### src/rtl/tinyalu_rr_arbiter.sv
// Round-robin front end that shares one TinyALU between requesters.
// Local ops answer in one cycle; a watchdog covers a missing done.
module tinyalu_rr_arbiter #(
  parameter int NUM_REQ = 4,
  parameter int TIMEOUT = 8
) (
  input  logic                   clk,
  input  logic                   reset_n,
  input  logic [NUM_REQ-1:0]     req,
  input  logic [NUM_REQ*8-1:0]   req_a,
  input  logic [NUM_REQ*8-1:0]   req_b,
  input  logic [NUM_REQ*3-1:0]   req_op,
  output logic [NUM_REQ-1:0]     gnt,
  output logic [NUM_REQ-1:0]     rsp_valid,
  output logic [15:0]            rsp_result,
  output logic                   rsp_err,
  output logic                   busy,
  output logic [7:0]             alu_a,
  output logic [7:0]             alu_b,
  output logic [2:0]             alu_op,
  output logic                   alu_start,
  input  logic                   alu_done,
  input  logic [15:0]            alu_result
);

  localparam int IW = (NUM_REQ > 1) ? $clog2(NUM_REQ) : 1;
  localparam int CW = $clog2(TIMEOUT + 1);

  typedef enum logic [1:0] {
    IDLE,
    ISSUE,
    WAIT,
    RESP
  } state_t;

  state_t        state;
  logic [IW-1:0] ptr;
  logic [IW-1:0] idx;
  logic [IW-1:0] sel;
  logic [IW-1:0] j;
  logic          found;
  logic          grant;
  logic [CW-1:0] cnt;
  logic [2:0]    sel_op;
  logic          sel_alu;
  logic          sel_nop;
  logic          wait_end;

  logic [7:0] a_arr  [NUM_REQ];
  logic [7:0] b_arr  [NUM_REQ];
  logic [2:0] op_arr [NUM_REQ];

  for (genvar g = 0; g < NUM_REQ; g++) begin : g_unpack
    assign a_arr[g]  = req_a[8*g +: 8];
    assign b_arr[g]  = req_b[8*g +: 8];
    assign op_arr[g] = req_op[3*g +: 3];
  end

  // Search starts just past the last winner and wraps.
  always_comb begin
    found = 1'b0;
    sel   = '0;
    j     = '0;
    for (int k = 1; k <= NUM_REQ; k++) begin
      j = IW'((int'(ptr) + k) % NUM_REQ);
      if (!found && req[j]) begin
        found = 1'b1;
        sel   = j;
      end
    end
  end

  assign grant   = reset_n && (state == IDLE) && found;
  assign gnt     = grant ? (NUM_REQ'(1) << sel) : '0;
  assign busy    = (state != IDLE);
  assign sel_op  = op_arr[sel];
  assign sel_alu = (sel_op != 3'd0) && (sel_op <= 3'd4);
  assign sel_nop = (sel_op == 3'd0);

  assign wait_end = alu_done || (cnt == CW'(TIMEOUT - 1));

  always_ff @(posedge clk) begin
    if (!reset_n) begin
      state      <= IDLE;
      ptr        <= IW'(NUM_REQ - 1);
      idx        <= '0;
      cnt        <= '0;
      rsp_valid  <= '0;
      rsp_result <= '0;
      rsp_err    <= 1'b0;
      alu_a      <= '0;
      alu_b      <= '0;
      alu_op     <= '0;
      alu_start  <= 1'b0;
    end else begin
      rsp_valid <= '0;
      unique case (state)
        IDLE: begin
          if (grant) begin
            ptr <= sel;
            idx <= sel;
            unique case (1'b1)
              sel_alu: begin
                state     <= ISSUE;
                alu_a     <= a_arr[sel];
                alu_b     <= b_arr[sel];
                alu_op    <= sel_op;
                alu_start <= 1'b1;
              end
              sel_nop: begin
                state      <= RESP;
                rsp_valid  <= gnt;
                rsp_result <= '0;
                rsp_err    <= 1'b0;
              end
              default: begin
                state      <= RESP;
                rsp_valid  <= gnt;
                rsp_result <= '0;
                rsp_err    <= 1'b1;
              end
            endcase
          end
        end
        ISSUE: begin
          state     <= WAIT;
          alu_start <= (alu_op == 3'd4);
          cnt       <= CW'(1);
        end
        WAIT: begin
          if (wait_end) begin
            state      <= RESP;
            rsp_valid  <= NUM_REQ'(1) << idx;
            rsp_result <= alu_done ? alu_result : '0;
            rsp_err    <= !alu_done;
            alu_start  <= 1'b0;
            alu_a      <= '0;
            alu_b      <= '0;
            alu_op     <= '0;
          end else begin
            cnt <= cnt + CW'(1);
          end
        end
        RESP: begin
          state      <= IDLE;
          rsp_result <= '0;
          rsp_err    <= 1'b0;
        end
        default: state <= IDLE;
      endcase
    end
  end

endmodule

### config.mk
export PLATFORM = sky130hd
export DESIGN_NAME = tinyalu_rr_arbiter
export DESIGN_NICKNAME = d
export VERILOG_FILES = /design/src/rtl/tinyalu_rr_arbiter.sv
export SDC_FILE = /design/constraint.sdc
export NUM_CORES = 1
export LEC_CHECK = 0
export ABC_CLOCK_PERIOD_IN_PS = 3550
export CAP_MARGIN = 20
export CORE_MARGIN = 1.5
export CORE_UTILIZATION = 36
export CTS_CLUSTER_DIAMETER = 100
export DETAILED_ROUTE_END_ITERATION = 8
export GPL_TIMING_DRIVEN = 0
export PLACE_DENSITY = 0.89
export SETUP_SLACK_MARGIN = 0.02
export SLEW_MARGIN = 20
export SYNTH_ARGS = -nofsm -noshare
export SYNTH_HDL_FRONTEND = slang
export SYNTH_SLANG_ARGS = --single-unit
### constraint.sdc
create_clock -name clk -period 3.55 [get_ports clk]
set_input_delay 0.71 -clock clk [delete_from_list [all_inputs] [get_ports clk]]
set_output_delay 0.71 -clock clk [all_outputs]
set_load 0.1 [all_outputs]
==> results.json, run 1 <==
{
  "run_status": "completed",
  "min_period_ns": 3.37,
  "die_w_um": 91.4,
  "synthArstFlopShare_pct": 0,
  "start_util_pct": 36.8,
  "total_power_uw": 3870,
  "power_density_nw_per_um2": 848,
  "htree_levels": 2,
  "drc": 0,
  "design_area_um2": 4570,
  "dpl.hpwl_mm": 6.67,
  "vias": 2907,
  "drive_gt1_share_pct": 11.6,
  "first_pass_iters": 4,
  "max_slew.worst_pin.slew_ns": 1.02,
  "end_kind": "primary output",
  "place_area_um2": 4380,
  "cts_buffers": 5,
  "place_inst": 552,
  "routabilityCongestion": 0.837,
  "setup_viol": 0,
  "n_antenna_cell": 0,
  "io_pins": 145,
  "grt_pass1_vias": 2933,
  "maxSlewHeadroom_pct": 32.0,
  "synth.top_cell.area_share_pct": 36.3,
  "final_cell_count_no_fill": 566,
  "die_h_um": 91.4,
  "rsz0062_at_grt": "no",
  "final_cell_mix": "clkdlybuf4s50_1, dfxtp_1, nand2_1",
  "synth_nets": 412,
  "grt_max_degree": 19,
  "yosysTopAreaCell": "dfxtp_1",
  "post-route-util_pct": 59.7,
  "overflow": 0,
  "final_common_cell": "clkdlybuf4s50_1",
  "drv_slew": 0,
  "syn-cell-area_um2": 2810,
  "cts_root_buffer": "clkbuf_8",
  "worstSetupPathType": "in2out",
  "path_max_fanout": 10,
  "synth.distinct_cells": 51,
  "dieArea_um2": 8350,
  "vdd_ir_drop_max_v": 0.000511,
  "yosysWarnings": 0,
  "final_antenna_net_count": 0,
  "hp-start": "rsp_result[6]",
  "final.setup_skew_ns": 0.0109,
  "fmax_ghz": 0.297,
  "cts_hold_buf": 0,
  "fin_ws_ns": 0.184,
  "via_per_inst": 5.14,
  "clkSinkCount": 51,
  "r2r_start": "ptr[1]",
  "dr.first_iter.drc_count": 109,
  "fin_nets": 569,
  "synth-main-ff-cell": "dfxtp_1",
  "syn_avg_cell_area_um2": 9.19,
  "synthCells": 306,
  "p_leak_uw": 0.00178,
  "clk_pin_slew_ns": 0.10,
  "cp-startpoint": "req[3]",
  "yosysSeqAreaShare_pct": 36.3,
  "nFillCells": 660,
  "regArea_um2": 1020,
  "hold_violations": 0,
  "grt.total_usage_pct": 19.8,
  "area_delta_synth_final_pct": 62.4,
  "grt_pass1_wl_mm": 13.4,
  "antenna_found_initial": 0,
  "synthTopCellsByArea": "dfxtp_1, mux2i_1, nand2_1",
  "hold_path_class": "reg2reg",
  "crit_required_ns": 2.84,
  "clock_latency_ns": 0.30,
  "port_buffers": 144,
  "cp.arrival_ns": 2.66,
  "start_kind": "input pin",
  "period_share_pct": 94.8,
  "post_drt_wl_per_cell_um": 14.9,
  "core_um2": 7650,
  "synth-edff-count": 0,
  "totalWireLength_mm": 8.45,
  "synth-seq-cells": 51,
  "cts_tree": "yes",
  "cts_buffer_depth": 2,
  "num_rows": 32,
  "multi_input_area_um2": 1680,
  "dp_slack_ns": -0.984,
  "timing.max_cap.violations": 0
}
cell type report:
class / count / area share, %
clock buffer: 5 / 1.51
buffer: 21 / 3.21
multi-input combinational: 228 / 36.8
sequential: 51 / 22.4
tap: 102 / 2.79
timing repair buffer: 150 / 32.2
inverter: 6 / 0.493
clock inverter: 3 / 0.575
logic make-up (layout without fill, tap and decap cells):
family | count (synthesis) | count (layout) | synth area share [%]
and+or+nand+nor | 107 | 107 | 19.1
adders and majority gates | 7 | 7 | 3.11
DFF | 51 | 51 | 36.3
muxes | 41 | 41 | 14.7
buffers and inverters | 27 | 185 | 6.00
AOI/OAI and AO/OA | 73 | 73 | 20.8
through the flow:
step                      setup TNS, ns  hold slack, ns
after CTS                             0           0.464
after global routing                  0           0.484
after detailed placement         -29.38           0.450
after global placement           -24.41           0.437
after floorplan                       0           0.469
final                                 0           0.461
worst paths after layout:
path	endpoint	slack (ns)	cells past startpoint
setup / recovery	gnt[2]	0.18	8
hold / removal	rsp_result[6]	0.46	2
setup reg to reg	rsp_result[1]	0.52	12
hold reg to reg	rsp_result[6]	0.46	2
where the power goes:
part,switching [uW],internal [uW],total [uW]
registers,116,736,852
logic,1810,868,2670
clock network,202,145,347
what timing repair did:
item / CTS / global route
gates resized for setup: 18 / 16
hold endpoints to repair: 0 / 0
pin swaps: 1 / 5
buffers inserted: 2 / 4
setup endpoints to repair: 40 / 29
worst max-delay path: stages:
cell and delay (ns):
dlygate4sd2_1 0.30, nand2b_1 0.17, and3_1 0.26, o32a_1 0.16, buf_4 0.15, buf_4 0.20
and3_1 0.17, clkdlybuf4s18_2 0.54
sequential cells by signal (all words and copies together) (netlist names):
register    cells
alu_op          3
rsp_valid       4
rsp_err         1
idx             2
alu_a           8
ptr             2
rsp_result     16
cnt             4
state           2
alu_b           8
alu_start       1
layer usage:
metal | wire length (um) | share of wire (%) | track usage (%) | up-vias
li1 | - | - | - | 1433
met1 | 3470 | 41 | 22.5 | 1361
met2 | 4390 | 52 | 36.9 | 109
met3 | 568 | 6.7 | 5.44 | 4
met4 | 27 | 0.32 | 3.26 | 0
met5 | 0 | 0 | 0 | -
cell usage after synthesis, drive strengths merged (2+ instances only):
library cell,number
a21boi,18
a21oi,5
a22oi,5
a31oi,2
and2,3
and3,4
buf,17
clkbuf,4
dfxtp,51
ha,7
inv,6
mux2,3
mux2i,38
nand2,45
nand2b,4
nand3,17
nor2,17
nor2b,2
nor3,3
nor3b,4
o211a,2
o21a,2
o21ai,10
o221ai,17
or2,2
or3b,2
(Power assumes the default switching activity.)
==> run 2: changes to the inputs <==
--- a/config.mk
+++ b/config.mk
@@ -5,14 +5,14 @@
 export SDC_FILE = /design/constraint.sdc
 export NUM_CORES = 1
 export LEC_CHECK = 0
-export ABC_CLOCK_PERIOD_IN_PS = 3550
+export ABC_CLOCK_PERIOD_IN_PS = 3300
 export CAP_MARGIN = 20
 export CORE_MARGIN = 1.5
-export CORE_UTILIZATION = 36
+export CORE_UTILIZATION = 40
 export CTS_CLUSTER_DIAMETER = 100
 export DETAILED_ROUTE_END_ITERATION = 8
 export GPL_TIMING_DRIVEN = 0
-export PLACE_DENSITY = 0.89
+export PLACE_DENSITY = 0.93
 export SETUP_SLACK_MARGIN = 0.02
 export SLEW_MARGIN = 20
 export SYNTH_ARGS = -nofsm -noshare
==> constraint.sdc (replaced) <==
create_clock -name clk -period 3.3 [get_ports clk]
set_input_delay 0.66 -clock clk [delete_from_list [all_inputs] [get_ports clk]]
set_output_delay 0.66 -clock clk [all_outputs]
set_load 0.1 [all_outputs]
==> run 2 against run 1 <==
Critical path type is now in2reg. Global-route usage up 3.0 points. Via count up 1.9%. Final area up 1.1%. Critical endpoint is now rsp_result[1]. Die area down 9.7%. Wire length up 1.5%. Combinational power up 9.7%. Largest cell class unchanged.
==> results.json, run 2 (same netlist as run 1, synthesis figures left out) <==
{
  "run_status": "completed",
  "antenna_found_initial": 0,
  "hold_path_class": "reg2reg",
  "drive_gt1_share_pct": 13.4,
  "cp.arrival_ns": 3.36,
  "grt.total_usage_pct": 22.7,
  "grt_max_degree": 16,
  "holdWs_ns": 0.452,
  "min_period_ns": 3.16,
  "fin_nets": 575,
  "cts_hold_buf": 0,
  "design_area_um2": 4620,
  "fin_ws_ns": 0.144,
  "routabilityCongestion": 0.844,
  "largest_registers": "rsp_result (16), alu_a (8), alu_b (8)",
  "p_leak_uw": 0.00183,
  "final_cell_mix": "clkdlybuf4s50_1, dfxtp_1, nand2_1",
  "power_density_nw_per_um2": 931,
  "setup_viol": 0,
  "grt_pass1_wl_mm": 13.6,
  "n_antenna_cell": 0,
  "largest_reg_flops": 16,
  "final_antenna_net_count": 0,
  "final_cell_count_no_fill": 566,
  "port_buffers": 144,
  "crit_required_ns": 3.51,
  "start_util_pct": 41.4,
  "start_kind": "input pin",
  "maxSlewHeadroom_pct": 31.2,
  "drc": 0,
  "place_inst": 546,
  "io_pins": 145,
  "nFillCells": 550,
  "dieArea_um2": 7540,
  "path_max_fanout": 10,
  "multi_input_area_um2": 1700,
  "cts_buffers": 5,
  "max_slew.worst_pin.slew_ns": 1.03,
  "rsz0062_at_grt": "no",
  "htree_levels": 2,
  "die_w_um": 86.9,
  "clock_latency_ns": 0.31,
  "hold_violations": 0,
  "timing.max_cap.violations": 0,
  "vdd_ir_drop_max_v": 0.000504,
  "regArea_um2": 1020,
  "dp_slack_ns": -0.928,
  "vias": 2963,
  "final.setup_skew_ns": 0.00523,
  "period_share_pct": 95.6,
  "regMostFlops": "rsp_result",
  "drv_slew": 0,
  "via_per_inst": 5.23,
  "num_rows": 30,
  "first_pass_iters": 4,
  "dr.first_iter.drc_count": 87,
  "cts_tree": "yes",
  "area_delta_synth_final_pct": 64.1,
  "post_drt_wl_per_cell_um": 15.2,
  "grt_pass1_vias": 2914,
  "totalWireLength_mm": 8.58,
  "dpl.hpwl_mm": 6.66,
  "clkSinkCount": 51,
  "clk_pin_slew_ns": 0.09,
  "end_kind": "flop",
  "cts_root_buffer": "clkbuf_8",
  "cts_buffer_depth": 2,
  "worstSetupPathType": "in2reg",
  "final_common_cell": "clkdlybuf4s50_1",
  "die_h_um": 86.9,
  "fmax_ghz": 0.317,
  "overflow": 0,
  "post-route-util_pct": 68.0,
  "core_um2": 6790,
  "place_area_um2": 4390
}
run 2: per-stage QoR:
stage                     total power, uW  setup TNS [ns]
after detailed placement             3690          -31.34
after floorplan                      3000               0
after global routing                 4520               0
after global placement               3630          -28.75
final                                4300               0
after CTS                            4260               0
run 2: worst max-delay path, cell delays in order:
cell,delay (ns)
buf_2,0.15
or2_4,0.27
a311oi_4,0.29
buf_4,0.17
buf_6,0.10
mux2_2,0.34
o21ai_2,0.17
ha_4,0.25
o21ai_2,0.13
or3b_1,0.37
buf_4,0.17
buf_4,0.17
nand2_1,0.08
a21boi_1,0.06
run 2: timing repair:
action                                  in CTS  in global routing
pin swaps                                    4                  4
cloned                                       0                  0
endpoints found under the setup margin      42                 34
resized for setup                           34                 14
endpoints found under the hold margin        0                  0
setup buffers                                9                  3
run 2: cell type report:
| type | count | area share (%) |
|---|---|---|
| flip-flops and latches | 51 | 22.1 |
| well taps | 96 | 2.60 |
| clock inverters | 2 | 0.759 |
| repair buffers | 156 | 32.3 |
| clock buffers | 6 | 1.79 |
| multi-input cells | 228 | 36.7 |
| plain buffers | 21 | 3.22 |
| inverters | 6 | 0.488 |
run 2: routing by layer:
layer / up-vias / wire length (um) / GRT usage (%)
met5: - / 0 / 0
met4: 0 / 265 / 9.38
met3: 23 / 466 / 4.27
met2: 110 / 4330 / 40.2
met1: 1388 / 3520 / 26.9
li1: 1442 / - / -
run 2: worst paths after layout:
| kind | slack [ns] | endpoint | start | depth (start not counted) |
|---|---|---|---|---|
| worst max-delay path | 0.14 | rsp_result[1] | req[0] | 14 |
| worst min-delay path | 0.45 | rsp_result[3] | rsp_result[3] | 2 |
| worst max register to register | 0.26 | rsp_result[1] | ptr[1] | 13 |
| worst min register to register | 0.45 | rsp_result[3] | rsp_result[3] | 2 |
run 2: where the power goes:
| part | switching [uW] | internal (uW) | total [uW] |
|---|---|---|---|
| Combinational | 1960 | 972 | 2930 |
| Clock | 202 | 245 | 447 |
| Sequential | 129 | 791 | 920 |
==> run 3: changes to the inputs <==
--- a/config.mk
+++ b/config.mk
@@ -13,7 +13,8 @@
 export DETAILED_ROUTE_END_ITERATION = 8
 export GPL_TIMING_DRIVEN = 0
 export PLACE_DENSITY = 0.93
-export SETUP_SLACK_MARGIN = 0.02
+export SETUP_SLACK_MARGIN = 0.05
+export SKIP_CTS_REPAIR_TIMING = 1
 export SLEW_MARGIN = 20
 export SYNTH_ARGS = -nofsm -noshare
 export SYNTH_HDL_FRONTEND = slang
==> run 3 against run 2 <==
Sequential power is essentially flat. Clock power grew 1%. Via count grew 2.3%. Combinational power up 3%. Critical path depth increased by 1. Core utilization fell by 0.11 points. Clock skew increased by 0.0014 ns. Wire length increased by 7.6%. Critical path type unchanged. Die area is the same. Fmax down 2.5%. Flip-flop and latch count did not move.
==> results.json, run 3 (same netlist as run 1, synthesis figures left out) <==
{
  "run_status": "completed",
  "routed.top_layer": "met4",
  "maxSlewHeadroom_pct": 30.3,
  "max_slew.worst_pin.slew_ns": 1.04,
  "grt_max_degree": 16,
  "worstSetupPathType": "in2reg",
  "cp.arrival_ns": 3.46,
  "htree_levels": 2,
  "ff2ff_path_depth": 14,
  "final_cell_mix": "clkdlybuf4s50_1, dfxtp_1, nand2_1",
  "antenna_found_initial": 0,
  "final.setup_skew_ns": 0.00667,
  "cts_root_buffer": "clkbuf_8",
  "largest_registers": "rsp_result (16), alu_a (8), alu_b (8)",
  "cts_buffer_depth": 2,
  "p_leak_uw": 0.00181,
  "rsz0062_at_grt": "yes",
  "routabilityCongestion": 0.845,
  "vias": 3031,
  "hold_violations": 0,
  "start_util_pct": 41.4,
  "multi_input_area_um2": 1710,
  "nFillCells": 535,
  "path_common_cell": "buf_4",
  "clock_power_share_pct": 10.3,
  "vdd_ir_drop_max_v": 0.000805,
  "met2RoutedLength_mm": 4.91,
  "swShare_pct": 53.6,
  "slowest_stage": "a311oi_4",
  "drive_gt1_share_pct": 13.4,
  "end_kind": "flop",
  "crit_chain": "buf_2 > or2_4 > a311oi_4 > buf_4 > mux2i_1 > nand2_1 > o22ai_2 > ha_4 > buf_12 > nand2_2 > nor3_4 > nand2b_1 > buf_4 > buf_6 > o221ai_1",
  "regArea_um2": 1020,
  "drv_slew": 0,
  "design_area_um2": 4610,
  "die_h_um": 86.9,
  "clock_latency_ns": 0.30,
  "p_switching_uw": 2350,
  "wl_met3_um": 432,
  "power_density_nw_per_um2": 950,
  "overflow": 0,
  "regMostFlops": "rsp_result",
  "grt.total_usage_pct": 22.5,
  "path_max_fanout": 10,
  "hold_path_class": "reg2reg",
  "via_per_inst": 5.42,
  "num_rows": 30,
  "n_antenna_cell": 0,
  "io_pins": 145,
  "grt_pass1_vias": 2850,
  "min_period_ns": 3.24,
  "clkSinkCount": 51,
  "p_comb_share_pct": 68.7,
  "largest_reg_flops": 16,
  "setup_viol": 0,
  "grt_pass1_wl_mm": 13.5,
  "port_buffers": 144,
  "final_common_cell": "clkdlybuf4s50_1",
  "hold_depth": 2,
  "period_share_pct": 98.1,
  "place_area_um2": 4390,
  "dieArea_um2": 7540,
  "first_pass_iters": 6,
  "drc": 0,
  "slowest_delay_ns": 0.39,
  "dr.first_iter.drc_count": 143,
  "fin_nets": 568,
  "core_um2": 6790,
  "seqPwrFrac_pct": 21.0,
  "final_antenna_net_count": 0,
  "intPower_uw": 2030,
  "clk_pin_slew_ns": 0.10,
  "cts_buffers": 5,
  "die_w_um": 86.9,
  "m1WireLength_mm": 3.78,
  "cts_tree": "yes",
  "fmax_ghz": 0.309,
  "crit_required_ns": 3.52,
  "area_delta_synth_final_pct": 63.9,
  "totalWireLength_mm": 9.23,
  "post_drt_wl_per_cell_um": 16.5,
  "dpl.hpwl_mm": 6.96,
  "holdWs_ns": 0.456,
  "start_kind": "input pin",
  "timing.max_cap.violations": 0
}
run 3: critical path: cells and delay by family:
kind | cells | cell delay [ns]
AO/OA/AOI/OAI | 3 | 0.82
adder cells (fa/ha/maj) | 1 | 0.21
buffers and inverters | 5 | 0.79
multiplexers | 1 | 0.22
AND/OR/NAND/NOR | 5 | 0.75
run 3: final timing paths:
check / startpoint / slack (ns) / end
setup / recovery: req[1] / 0.06 / alu_b[0]
hold / removal: rsp_result[6] / 0.46 / rsp_result[6]
setup reg to reg: ptr[1] / 0.23 / alu_b[0]
hold reg to reg: rsp_result[6] / 0.46 / rsp_result[6]
run 3: cell type report:
class / count / share of cell area [%]
plain buffers: 20 / 3.39
clock buffers: 6 / 1.79
clock inverters: 2 / 0.760
inverters: 6 / 0.489
multi-input cells: 228 / 37.1
flip-flops and latches: 51 / 22.1
well taps: 96 / 2.61
repair buffers: 150 / 31.7
run 3: power by group through the flow:
stage	Sequential [uW]	Clock (uW)	Combinational, uW
finish	920	452	3010
global route	935	480	3140
CTS	915	459	2790
detailed placement	926	0	2780
global placement	915	0	2720
floorplan	1880	0	1120
run 3: per-stage QoR:
stage	total power [uW]	TNS, ns	util [%]	instances	setup slack [ns]
detailed placement	3700	-33.17	64.5	546	-0.948
global route	4550	-0.631	67.8	559	-0.0729
finish	4380	0	67.8	559	0.0633
CTS	4160	-20.06	66.3	554	-0.903
floorplan	3000	0	-	306	0.0584
global placement	3640	-28.31	64.5	546	-0.825
run 3: metal layers:
| metal | vias up | GRT usage [%] |
|---|---|---|
| li1 | 1430 | - |
| met1 | 1486 | 27.3 |
| met2 | 105 | 41.4 |
| met3 | 10 | 3.79 |
| met4 | 0 | 4.99 |
| met5 | - | 0 |
